$ cat src/rtl/multicycle_control_unit.sv
// multicycle_control_unit: multicycle FSM sequencing the RV64I datapath and memory handshake.
// Optional macro UC_ILLEGAL_TRAP_EN: unknown opcodes trap to ERROR instead of retiring as a NOP.
`default_nettype none

module multicycle_control_unit #(
  parameter int WAIT_LIMIT = 255,
  parameter int CNT_W      = 64
) (
  input  logic             CLK,
  input  logic             RST_N,
  input  logic [6:0]       opcode,
  input  logic             mem_ready,
  output logic             mem_req,
  output logic             mem_we,
  output logic             WE_RF,
  output logic [1:0]       RF_din_sel,
  output logic             ULA_din2_sel,
  output logic             addr_sel,
  output logic             load_pc,
  output logic             load_ir,
  output logic             pc_next_sel,
  output logic             pc_adder_sel,
  output logic [CNT_W-1:0] instret,
  output logic             error,
  output logic [2:0]       state
);

  localparam logic [6:0] OPC_OP     = 7'b0110011;
  localparam logic [6:0] OPC_OP32   = 7'b0111011;
  localparam logic [6:0] OPC_IMM    = 7'b0010011;
  localparam logic [6:0] OPC_IMM32  = 7'b0011011;
  localparam logic [6:0] OPC_LUI    = 7'b0110111;
  localparam logic [6:0] OPC_AUIPC  = 7'b0010111;
  localparam logic [6:0] OPC_JAL    = 7'b1101111;
  localparam logic [6:0] OPC_JALR   = 7'b1100111;
  localparam logic [6:0] OPC_BRANCH = 7'b1100011;
  localparam logic [6:0] OPC_LOAD   = 7'b0000011;
  localparam logic [6:0] OPC_STORE  = 7'b0100011;

`ifdef UC_ILLEGAL_TRAP_EN
  localparam bit TRAP_ILLEGAL = 1'b1;
`else
  localparam bit TRAP_ILLEGAL = 1'b0;
`endif

  localparam int WAIT_W = (WAIT_LIMIT > 1) ? $clog2(WAIT_LIMIT + 1) : 1;
  localparam logic [WAIT_W-1:0] WAIT_LAST = (WAIT_LIMIT > 0) ? WAIT_W'(WAIT_LIMIT - 1) : '0;

  typedef enum logic [2:0] {
    S_FETCH  = 3'd0,
    S_DECODE = 3'd1,
    S_EXEC   = 3'd2,
    S_MEM    = 3'd3,
    S_ERROR  = 3'd7
  } state_t;

  state_t            cur_state;
  logic [WAIT_W-1:0] wait_cnt;

  logic is_alu_reg, is_alu_imm, is_auipc, is_jal, is_jalr, is_branch;
  logic is_load, is_store, is_mem, is_known, wait_expired;

  assign is_alu_reg = (opcode == OPC_OP) || (opcode == OPC_OP32);
  assign is_alu_imm = (opcode == OPC_IMM) || (opcode == OPC_IMM32) || (opcode == OPC_LUI);
  assign is_auipc   = (opcode == OPC_AUIPC);
  assign is_jal     = (opcode == OPC_JAL);
  assign is_jalr    = (opcode == OPC_JALR);
  assign is_branch  = (opcode == OPC_BRANCH);
  assign is_load    = (opcode == OPC_LOAD);
  assign is_store   = (opcode == OPC_STORE);
  assign is_mem     = is_load || is_store;
  assign is_known   = is_alu_reg || is_alu_imm || is_auipc || is_jal || is_jalr || is_branch || is_mem;

  // Fires on the WAIT_LIMIT-th consecutive cycle without mem_ready.
  assign wait_expired = (WAIT_LIMIT != 0) && !mem_ready && (wait_cnt == WAIT_LAST);

  logic       req_c, mwe_c, we_rf_c, ula2_c, addr_c, ldpc_c, ldir_c, pcn_c, pca_c;
  logic [1:0] rf_c;

  always_comb begin
    req_c   = 1'b0;
    mwe_c   = 1'b0;
    we_rf_c = 1'b0;
    rf_c    = 2'b00;
    ula2_c  = 1'b0;
    addr_c  = 1'b0;
    ldpc_c  = 1'b0;
    ldir_c  = 1'b0;
    pcn_c   = 1'b0;
    pca_c   = 1'b0;
    case (cur_state)
      S_FETCH: begin
        req_c  = 1'b1;
        addr_c = 1'b1;
        ldir_c = mem_ready;
      end
      S_EXEC: begin
        if (is_alu_reg) begin
          we_rf_c = 1'b1;
          rf_c    = 2'b01;
          ldpc_c  = 1'b1;
        end else if (is_alu_imm) begin
          we_rf_c = 1'b1;
          rf_c    = 2'b01;
          ula2_c  = 1'b1;
          ldpc_c  = 1'b1;
        end else if (is_auipc) begin
          we_rf_c = 1'b1;
          rf_c    = 2'b11;
          ldpc_c  = 1'b1;
        end else if (is_jal) begin
          we_rf_c = 1'b1;
          rf_c    = 2'b10;
          pcn_c   = 1'b1;
          ldpc_c  = 1'b1;
        end else if (is_jalr) begin
          we_rf_c = 1'b1;
          rf_c    = 2'b10;
          pcn_c   = 1'b1;
          pca_c   = 1'b1;
          ula2_c  = 1'b1;
          ldpc_c  = 1'b1;
        end else if (is_branch) begin
          pcn_c  = 1'b1;
          ldpc_c = 1'b1;
        end else if (!is_mem) begin
          ldpc_c = !TRAP_ILLEGAL;
        end
      end
      S_MEM: begin
        req_c  = 1'b1;
        ula2_c = 1'b1;
        mwe_c  = is_store;
        if (mem_ready) begin
          ldpc_c  = 1'b1;
          we_rf_c = is_load;
        end
      end
      default: ;
    endcase
  end

  // Gating by RST_N keeps every strobe low for the whole reset interval.
  assign mem_req      = RST_N & req_c;
  assign mem_we       = RST_N & mwe_c;
  assign WE_RF        = RST_N & we_rf_c;
  assign RF_din_sel   = RST_N ? rf_c : 2'b00;
  assign ULA_din2_sel = RST_N & ula2_c;
  assign addr_sel     = RST_N & addr_c;
  assign load_pc      = RST_N & ldpc_c;
  assign load_ir      = RST_N & ldir_c;
  assign pc_next_sel  = RST_N & pcn_c;
  assign pc_adder_sel = RST_N & pca_c;
  assign state        = cur_state;

  always_ff @(posedge CLK or negedge RST_N) begin
    if (!RST_N) begin
      cur_state <= S_FETCH;
      wait_cnt  <= '0;
      instret   <= '0;
      error     <= 1'b0;
    end else begin
      if (ldpc_c) instret <= instret + CNT_W'(1);
      case (cur_state)
        S_FETCH: begin
          if (mem_ready) begin
            cur_state <= S_DECODE;
          end else if (wait_expired) begin
            cur_state <= S_ERROR;
            error     <= 1'b1;
          end else begin
            wait_cnt <= wait_cnt + WAIT_W'(1);
          end
        end
        S_DECODE: cur_state <= S_EXEC;
        S_EXEC: begin
          wait_cnt <= '0;
          if (is_mem) begin
            cur_state <= S_MEM;
          end else if (TRAP_ILLEGAL && !is_known) begin
            cur_state <= S_ERROR;
            error     <= 1'b1;
          end else begin
            cur_state <= S_FETCH;
          end
        end
        S_MEM: begin
          if (mem_ready) begin
            cur_state <= S_FETCH;
            wait_cnt  <= '0;
          end else if (wait_expired) begin
            cur_state <= S_ERROR;
            error     <= 1'b1;
          end else begin
            wait_cnt <= wait_cnt + WAIT_W'(1);
          end
        end
        S_ERROR: cur_state <= S_ERROR;
        default: begin
          cur_state <= S_ERROR;
          error     <= 1'b1;
        end
      endcase
    end
  end

endmodule

`default_nettype wire

$ cat config.mk
export PLATFORM = sky130hd
export DESIGN_NAME = multicycle_control_unit
export DESIGN_NICKNAME = d
export VERILOG_FILES = /design/src/rtl/multicycle_control_unit.sv
export SDC_FILE = /design/constraint.sdc
export NUM_CORES = 1
export LEC_CHECK = 0
export CORE_MARGIN = 3
export CORE_UTILIZATION = 40
export DETAILED_ROUTE_END_ITERATION = 8
export GPL_TIMING_DRIVEN = 0
export PLACE_DENSITY = 0.78
export SETUP_SLACK_MARGIN = 0.3
export SLEW_MARGIN = 10
export SYNTH_ARGS = -nofsm -noshare
export SYNTH_HDL_FRONTEND = slang
export SYNTH_SLANG_ARGS = --single-unit
export TNS_END_PERCENT = 50
$ cat constraint.sdc
create_clock -name CLK -period 2.3 [get_ports CLK]
set_input_delay 0.23 -clock CLK [delete_from_list [all_inputs] [get_ports CLK]]
set_output_delay 0.23 -clock CLK [all_outputs]
set_load 0.02 [all_outputs]
==> impl_results.md, run 1 <==
- Syn-to-layout area delta: 56.78%
- Min Tclk post-route: 2.266 ns
- First-pass GRT wire length: 18150 µm
- Top post-synthesis cells by area: dfrtp_1 (49%), xor2_1 (11%), xnor2_1 (5.4%)
- Post-synth top area share: 48.70%
- Gpl congestion: 0.8054
- Largest fanout on the critical path: 9
- CP max stage delay: 0.44 ns
- Main synth FF type: dfrtp_1
- Simple-Gate Fraction of Synth Area: 28.20%
- Number of antenna diodes: 0
- Layout cells sized above 1: 26.44%
- Port bufs: 87
- Worst path slowest cell: or4_4
- Placed Instance Area: 5213 µm²
- Worst slew pin tran: 0.7020 ns
- Syn Inst Count: 386
- Footprint of the multi-input gates: 2414 µm²
- Sequential cell area: 1917 µm²
- Die Wd: 104.8 µm
- Worst Setup SP: state[0]
- Critical Path Start Type: flop
- Final WL: 11560 µm
- Synth Area per Inst: 10.12 µm²
- Vias in the first global route: 3603
- Cell Area, Synth: 3905 µm²
- Max-Cap Viols: 0
- CTS H-tree depth: 3
- Dpl hpwl: 6878 µm
- Post-DRT Antenna Nets: 0
- Fmax: 441.3 MHz
- Seq/Total Area, Yosys: 48.70%
- Clk slew on worst S/H paths: 0.09 ns
- Ports: 89
- # DRC: 0
- Synth cell count leaders: dfrtp_1 (76), xor2_1 (47), nand2_1 (29)
- Iteration count of the initial detailed-routing pass: 4
- Syn nets: 399
- Worst hold path class: input port to asynchronous set/reset pin
- Final Instance Area: 6122 µm²
- Synth Area in Adders: 0.9612%
- Largest family of logic cells by synthesized area: simple AND/OR/NAND/NOR gates
- R2R setup slack: 0.03 ns
- Pins Over Slew Limit: 0
- Cell with the most instances after synthesis: dfrtp_1
- Final WS setup: 0.03387 ns
- Max VDD drop: 736.4 µV
- Leakage Power: 2.784 nW
- Leading area contributor after synthesis: dfrtp_1
- Clock Sinks: 76
- Row count: 35
- Vias per Instance: 5.519
- WL/cell: 17.75 µm
- RSZ-0062 raised after global routing: true
- Final hold vios: 0
- Pwr per Cell Area: 580.5 nW/µm²
- Final Cycle Share: 98.53%
- Critical path class: flop to flop
- Reg2reg start: state[0]
- Core Footprint: 9371 µm²
- Largest net degree at the start of global routing: 33
- Antenna violations before repair: 0
- Initial DRC count: 146
- Clk_lat worst skew: 0.35 ns
- Cell-by-cell listing of the critical path: buf_6 > nor2b_4 > or3_4 > or4_4 > buf_12 > nor4_4 > xor2_1
- Synth Area in XOR/XNOR: 15.92%
- Total of warnings raised by yosys: 0
- TritonCTS clock tree: built
- GRT overflow: 0
- Endpoints failing setup: 0
- Crit path arrival time: 2.52 ns
- Post-synthesis sequential element count: 76
- CTS Buf Count: 9
- CP endpoint kind: flop
- Filler cells: 711
- Compound-Gate Fraction of Synth Area: 3.172%
- Worst Path Required: 2.55 ns
- # nets final: 530
- Worst clock skew: 0.01327 ns
- Post-synth ARST share: 100.0%
- Place WS: -0.6105 ns
- Via Count: 3593
- Starting Density: 41.67%
- Full die area: 10980 µm²
- Clk root buf: clkbuf_8
- Max Root-Sink Buffers: 2
- Chip height: 104.8 µm
- Total Routing Usage GR: 20.21%
- Distinct cells, synth: 41
- Status: completed
- EDFF count, synth: 0
- Slew HR: 53.05%
- Post-synthesis mux area share: 0.2884%
==> layout by cell type (no fill, tap or decap), types with 4 or more instances in the layout <==
cell / count
a21oi_1: 7
and3_1: 6
and4_1: 6
buf_12: 5
buf_2: 6
buf_4: 22
buf_6: 6
clkbuf_1: 4
clkbuf_8: 12
clkdlybuf4s50_1: 72
dfrtp_1: 64
dfrtp_2: 12
dlygate4sd2_1: 5
inv_1: 10
nand2_1: 29
nand3_1: 20
nand4_1: 13
nor2_1: 20
nor3_1: 7
nor3_2: 4
nor3_4: 14
nor3b_1: 5
nor4_1: 7
nor4_2: 4
nor4_4: 17
or3_1: 5
xnor2_1: 24
xor2_1: 47
==> registers in the layout, indices dropped and copies added (netlist names) <==
signal and cells:
error 1, instret 64, state 3, wait_cnt 8
==> final timing paths <==
kind | to | cells past startpoint
max in group asynchronous | instret[59] | 2
min | instret[56] | 2
max | instret[41] | 7
min in group CLK | instret[63] | 1
max reg2reg | instret[41] | 7
min reg2reg | instret[63] | 1
==> metrics by stage <==
step	utilization, %	TNS [ns]	hold slack, ns	std cells	power [mW]
6_report	65.33	0	0.002805	651	3.554
3_3_place_gp	55.35	-176.72	0.4562	602	2.492
4_1_cts	63.48	0	0.005277	646	3.547
5_1_grt	65.33	-0.01038	0.009762	651	3.727
3_5_place_dp	55.62	-12.65	0.1131	603	2.522
2_1_floorplan	-	0	-0.06559	386	2.142
==> metal layers <==
layer | part of all wire, % | global-route usage (%) | vias up | routed length [µm]
met5 | 0 | 0 | - | 0
met4 | 1.3 | 5.530 | 0 | 145
met3 | 8.1 | 6.053 | 14 | 935
met2 | 50 | 34.28 | 162 | 5774
met1 | 41 | 25.05 | 1772 | 4703
li1 | - | - | 1645 | -
==> cell families after synthesis <==
logic type / Yosys count
AO/OA/AOI/OAI: 19
XOR/XNOR: 71
multiplexers: 1
AND/OR/NAND/NOR: 191
flip-flops: 76
buffers and inverters: 25
adder cells (fa/ha/maj): 3
==> area by class of cell <==
class,count,area share [%]
repair buffers,120,20.13
clock buffers,11,2.309
plain buffers,14,2.923
inverters,11,0.6744
clock inverters,5,0.5927
multi-input cells,285,39.42
well taps,129,2.636
flip-flops and latches,76,31.31
==> worst max-delay path, delay by kind of cell, from the launching register on <==
family,cells,cell delay (ns)
xor+xnor,1,0.24
flops,1,0.42
simple gates,4,1.21
buf+inv,2,0.31
==> power breakdown <==
group	internal (mW)	leakage (nW)	switching [mW]	total [mW]
Sequential	1.45	0.902	0.131	1.58
Clock	0.424	0.0820	0.514	0.937
Combinational	0.491	1.80	0.549	1.04
Total	2.36	2.78	1.19	3.55
==> what timing repair did <==
action	CTS	global route
resized for setup	91	22
pin swaps	24	19
endpoints found under the hold margin	16	0
setup endpoints to repair	64	77
setup buffers	22	4
cloned	2	1
hold buffers	3	0
Power figures use the tool's default switching activity.
==> run 2: changes to the inputs <==
- GPL_ROUTABILITY_DRIVEN: default -> 1
==> results of run 2 <==
No change in the layout: final DEF, timing and power equal those of run 1.
==> run 3: changes to the inputs <==
- ABC_AREA: default -> 0
- PLACE_DENSITY: 0.78 -> 0.75
- clock period: 2.3 -> 2.45 ns (I/O delays scaled with it)
==> impl_results.md, run 3 (synthesized netlist as in run 1, its figures left out) <==
- Status: completed
- CP endpoint kind: output port
- Max Root-Sink Buffers: 2 (unchanged)
- First-pass GRT wire length: 17440 µm (-3.9%)
- RSZ-0062 raised after global routing: true
- Pwr per Cell Area: 576.0 nW/µm² (-0.78%)
- Number of antenna diodes: 0 (unchanged)
- Sw Pwr: 1.131 mW (-5.3%)
- Crit path arrival time: 2.10 ns (-0.42 ns)
- Worst Path Required: 2.20 ns (-0.35 ns)
- Critical Path Start Type: flop
- Fmax: 426.1 MHz
- Core Footprint: 9371 µm² (unchanged)
- Clk network pwr share: 28.1% (+1.7 points)
- Clk root buf: clkbuf_8
- Row count: 35 (unchanged)
- Port bufs: 87 (unchanged)
- TritonCTS clock tree: built
- GRT overflow: 0 (unchanged)
- Iteration count of the initial detailed-routing pass: 5 (+1)
- R2R setup slack: 0.14 ns (+0.11 ns)
- Leakage Power: 2.678 nW (-3.8%)
- Gpl congestion: 0.7885 (-2.1%)
- Largest register by flop count: instret
- Max VDD drop: 645.9 µV (-12%)
- Via Count: 3539 (-1.5%)
- Pins Over Slew Limit: 0 (unchanged)
- Vias per Instance: 5.436 (-1.5%)
- Worst r2r path cells: 9 (+2)
- Dpl hpwl: 6943 µm (+0.95%)
- # nets final: 530 (unchanged)
- Cell-by-cell listing of the critical path: buf_6 > or4_4 > or3_4 > and3_4 > buf_6
- Syn-to-layout area delta: 52.93%
- Largest fanout on the critical path: 6 (-3)
- CTS Buf Count: 9 (unchanged)
- Ports: 89 (unchanged)
- Starting Density: 41.67% (unchanged)
- Clk slew on worst S/H paths: 0.08 ns (about the same)
- Max-Cap Viols: 0 (unchanged)
- Final WL: 10770 µm (-6.8%)
- Placed Instance Area: 5180 µm² (-0.62%)
- Chip height: 104.8 µm (unchanged)
- Slew HR: 67.76% (+15 points)
- Tot Pwr: 3.440 mW (-3.2%)
- Register share of total power: 43.1% (-1.3 points)
- Commonest non-fill, non-tap cells in the layout: clkdlybuf4s50_1 (74), dfrtp_1 (70), xor2_1 (47), nand2_1 (29), buf_4 (27)
- Worst r2r dst: instret[21]
- Worst clock skew: 0.01433 ns (+0.001064 ns)
- Largest register FFs: 64 (unchanged)
- CP max stage delay: 0.45 ns (about the same)
- Final Instance Area: 5972 µm² (-2.5%)
- Worst slew pin tran: 0.4836 ns (-0.2184 ns)
- Min-Delay Endpoint: state[1]
- Final hold vios: 0 (unchanged)
- Filler cells: 726 (+2.1%)
- Full die area: 10980 µm² (unchanged)
- Min Tclk post-route: 2.347 ns
- Length of routed met2 wiring: 5284 µm (-8.5%)
- Endpoints failing setup: 0 (unchanged)
- Total Routing Usage GR: 19.34% (-0.87 points)
- Clock Sinks: 76 (unchanged)
- CTS H-tree depth: 3 (unchanged)
- Metal-1 WL: 4725 µm (+0.47%)
- Post-DRT Antenna Nets: 0 (unchanged)
- Reg2reg start: state[0]
- Final Cycle Share: 95.79%
- Layout cells sized above 1: 22.99% (-3.4 points)
- Critical path class: flop to output port
- Die Wd: 104.8 µm (unchanged)
- WL/cell: 16.55 µm (-6.8%)
- Worst path slowest cell: or3_4
- Metal3 WL: 669 µm (-28%)
- Top Layer Used: met4
- Antenna violations before repair: 0 (unchanged)
- Hold Path Origin: mem_ready
- # DRC: 0 (unchanged)
- P_int: 2.309 mW (-2.2%)
- Clk_lat worst skew: 0.36 ns (about the same)
- Hold Path Cell Cnt: 2
- Worst hold path class: input port to flop
- Vias in the first global route: 3476 (-3.5%)
- Switching share of power: 32.87% (-0.72 points)
- Initial DRC count: 154 (+5.5%)
- Power share of the combinational group: 28.8% (-0.5 points)
- Commonest non-fill, non-tap cell in the layout: clkdlybuf4s50_1
- Most used cell, CP: buf_6
- Largest net degree at the start of global routing: 51 (+55%)
## run 3: metrics by stage
stage / TNS, ns / util (%) / setup slack (ns) / instances / hold WS [ns]
6_report: 0 / 63.73 / 0.1032 / 651 / 0.3536
2_1_floorplan: 0 / - / 0.1635 / 386 / -0.05059
5_1_grt: 0 / 63.73 / 0.06251 / 651 / 0.4088
4_1_cts: 0 / 61.17 / 0.08515 / 638 / 0.4772
3_3_place_gp: -158.55 / 55.01 / -2.895 / 602 / 0.4606
3_5_place_dp: -9.618 / 55.27 / -0.4257 / 603 / 0.2109
## run 3: metal layers
| layer | up-vias | track usage, % |
|---|---|---|
| met3 | 12 | 4.941 |
| met4 | 0 | 4.124 |
| met1 | 1759 | 25.91 |
| met2 | 116 | 31.76 |
| li1 | 1652 | - |
| met5 | - | 0 |
## run 3: worst max-delay path, delay by kind of cell, from the launching register on
| family | cells | cell delay (ns) |
|---|---|---|
| buffers and inverters | 2 | 0.25 |
| DFF | 1 | 0.42 |
| and+or+nand+nor | 3 | 1.09 |
## run 3: cell type report
class | count | area (µm²) | share of cell area [%]
buffer | 14 | 152.6 | 2.556
clock inverter | 5 | 61.31 | 1.027
inverter | 11 | 41.29 | 0.6914
clock buffer | 11 | 131.4 | 2.200
sequential | 76 | 1909 | 31.97
multi-input combinational | 285 | 2311 | 38.70
tap | 129 | 161.4 | 2.703
timing repair buffer | 120 | 1204 | 20.15
## run 3: worst max-delay path by stage
| stage | from | endpoint | slack (ns) | depth (start not counted) |
|---|---|---|---|---|
| after global routing | state[0] | load_pc | 0.06 | 5 |
| after detailed placement | mem_ready | load_pc | -0.43 | 6 |
| after global placement | RST_N | pc_next_sel | -2.89 | 5 |
| after floorplan | instret[13] | instret[63] | 0.16 | 6 |
| final | state[0] | load_pc | 0.10 | 5 |
| after CTS | state[0] | pc_adder_sel | 0.09 | 4 |
## run 3: power by group through the flow
| stage | combinational [mW] | sequential (mW) | clock, mW |
|---|---|---|---|
| floorplan | 0.429 | 1.57 | 0 |
| global placement | 0.831 | 1.50 | 0 |
| detailed placement | 0.858 | 1.51 | 0 |
| CTS | 0.971 | 1.48 | 0.982 |
| global route | 1.08 | 1.50 | 1.03 |
| finish | 0.992 | 1.48 | 0.967 |
## run 3: repair_timing
action / 4_1_cts / 5_1_grt
cloned: 3 / 0
endpoints found under the setup margin: 61 / 55
hold buffers: 2 / 0
hold endpoints to repair: 27 / 0
gates resized for setup: 61 / 30
setup buffers: 14 / 13
pin swaps: 16 / 20
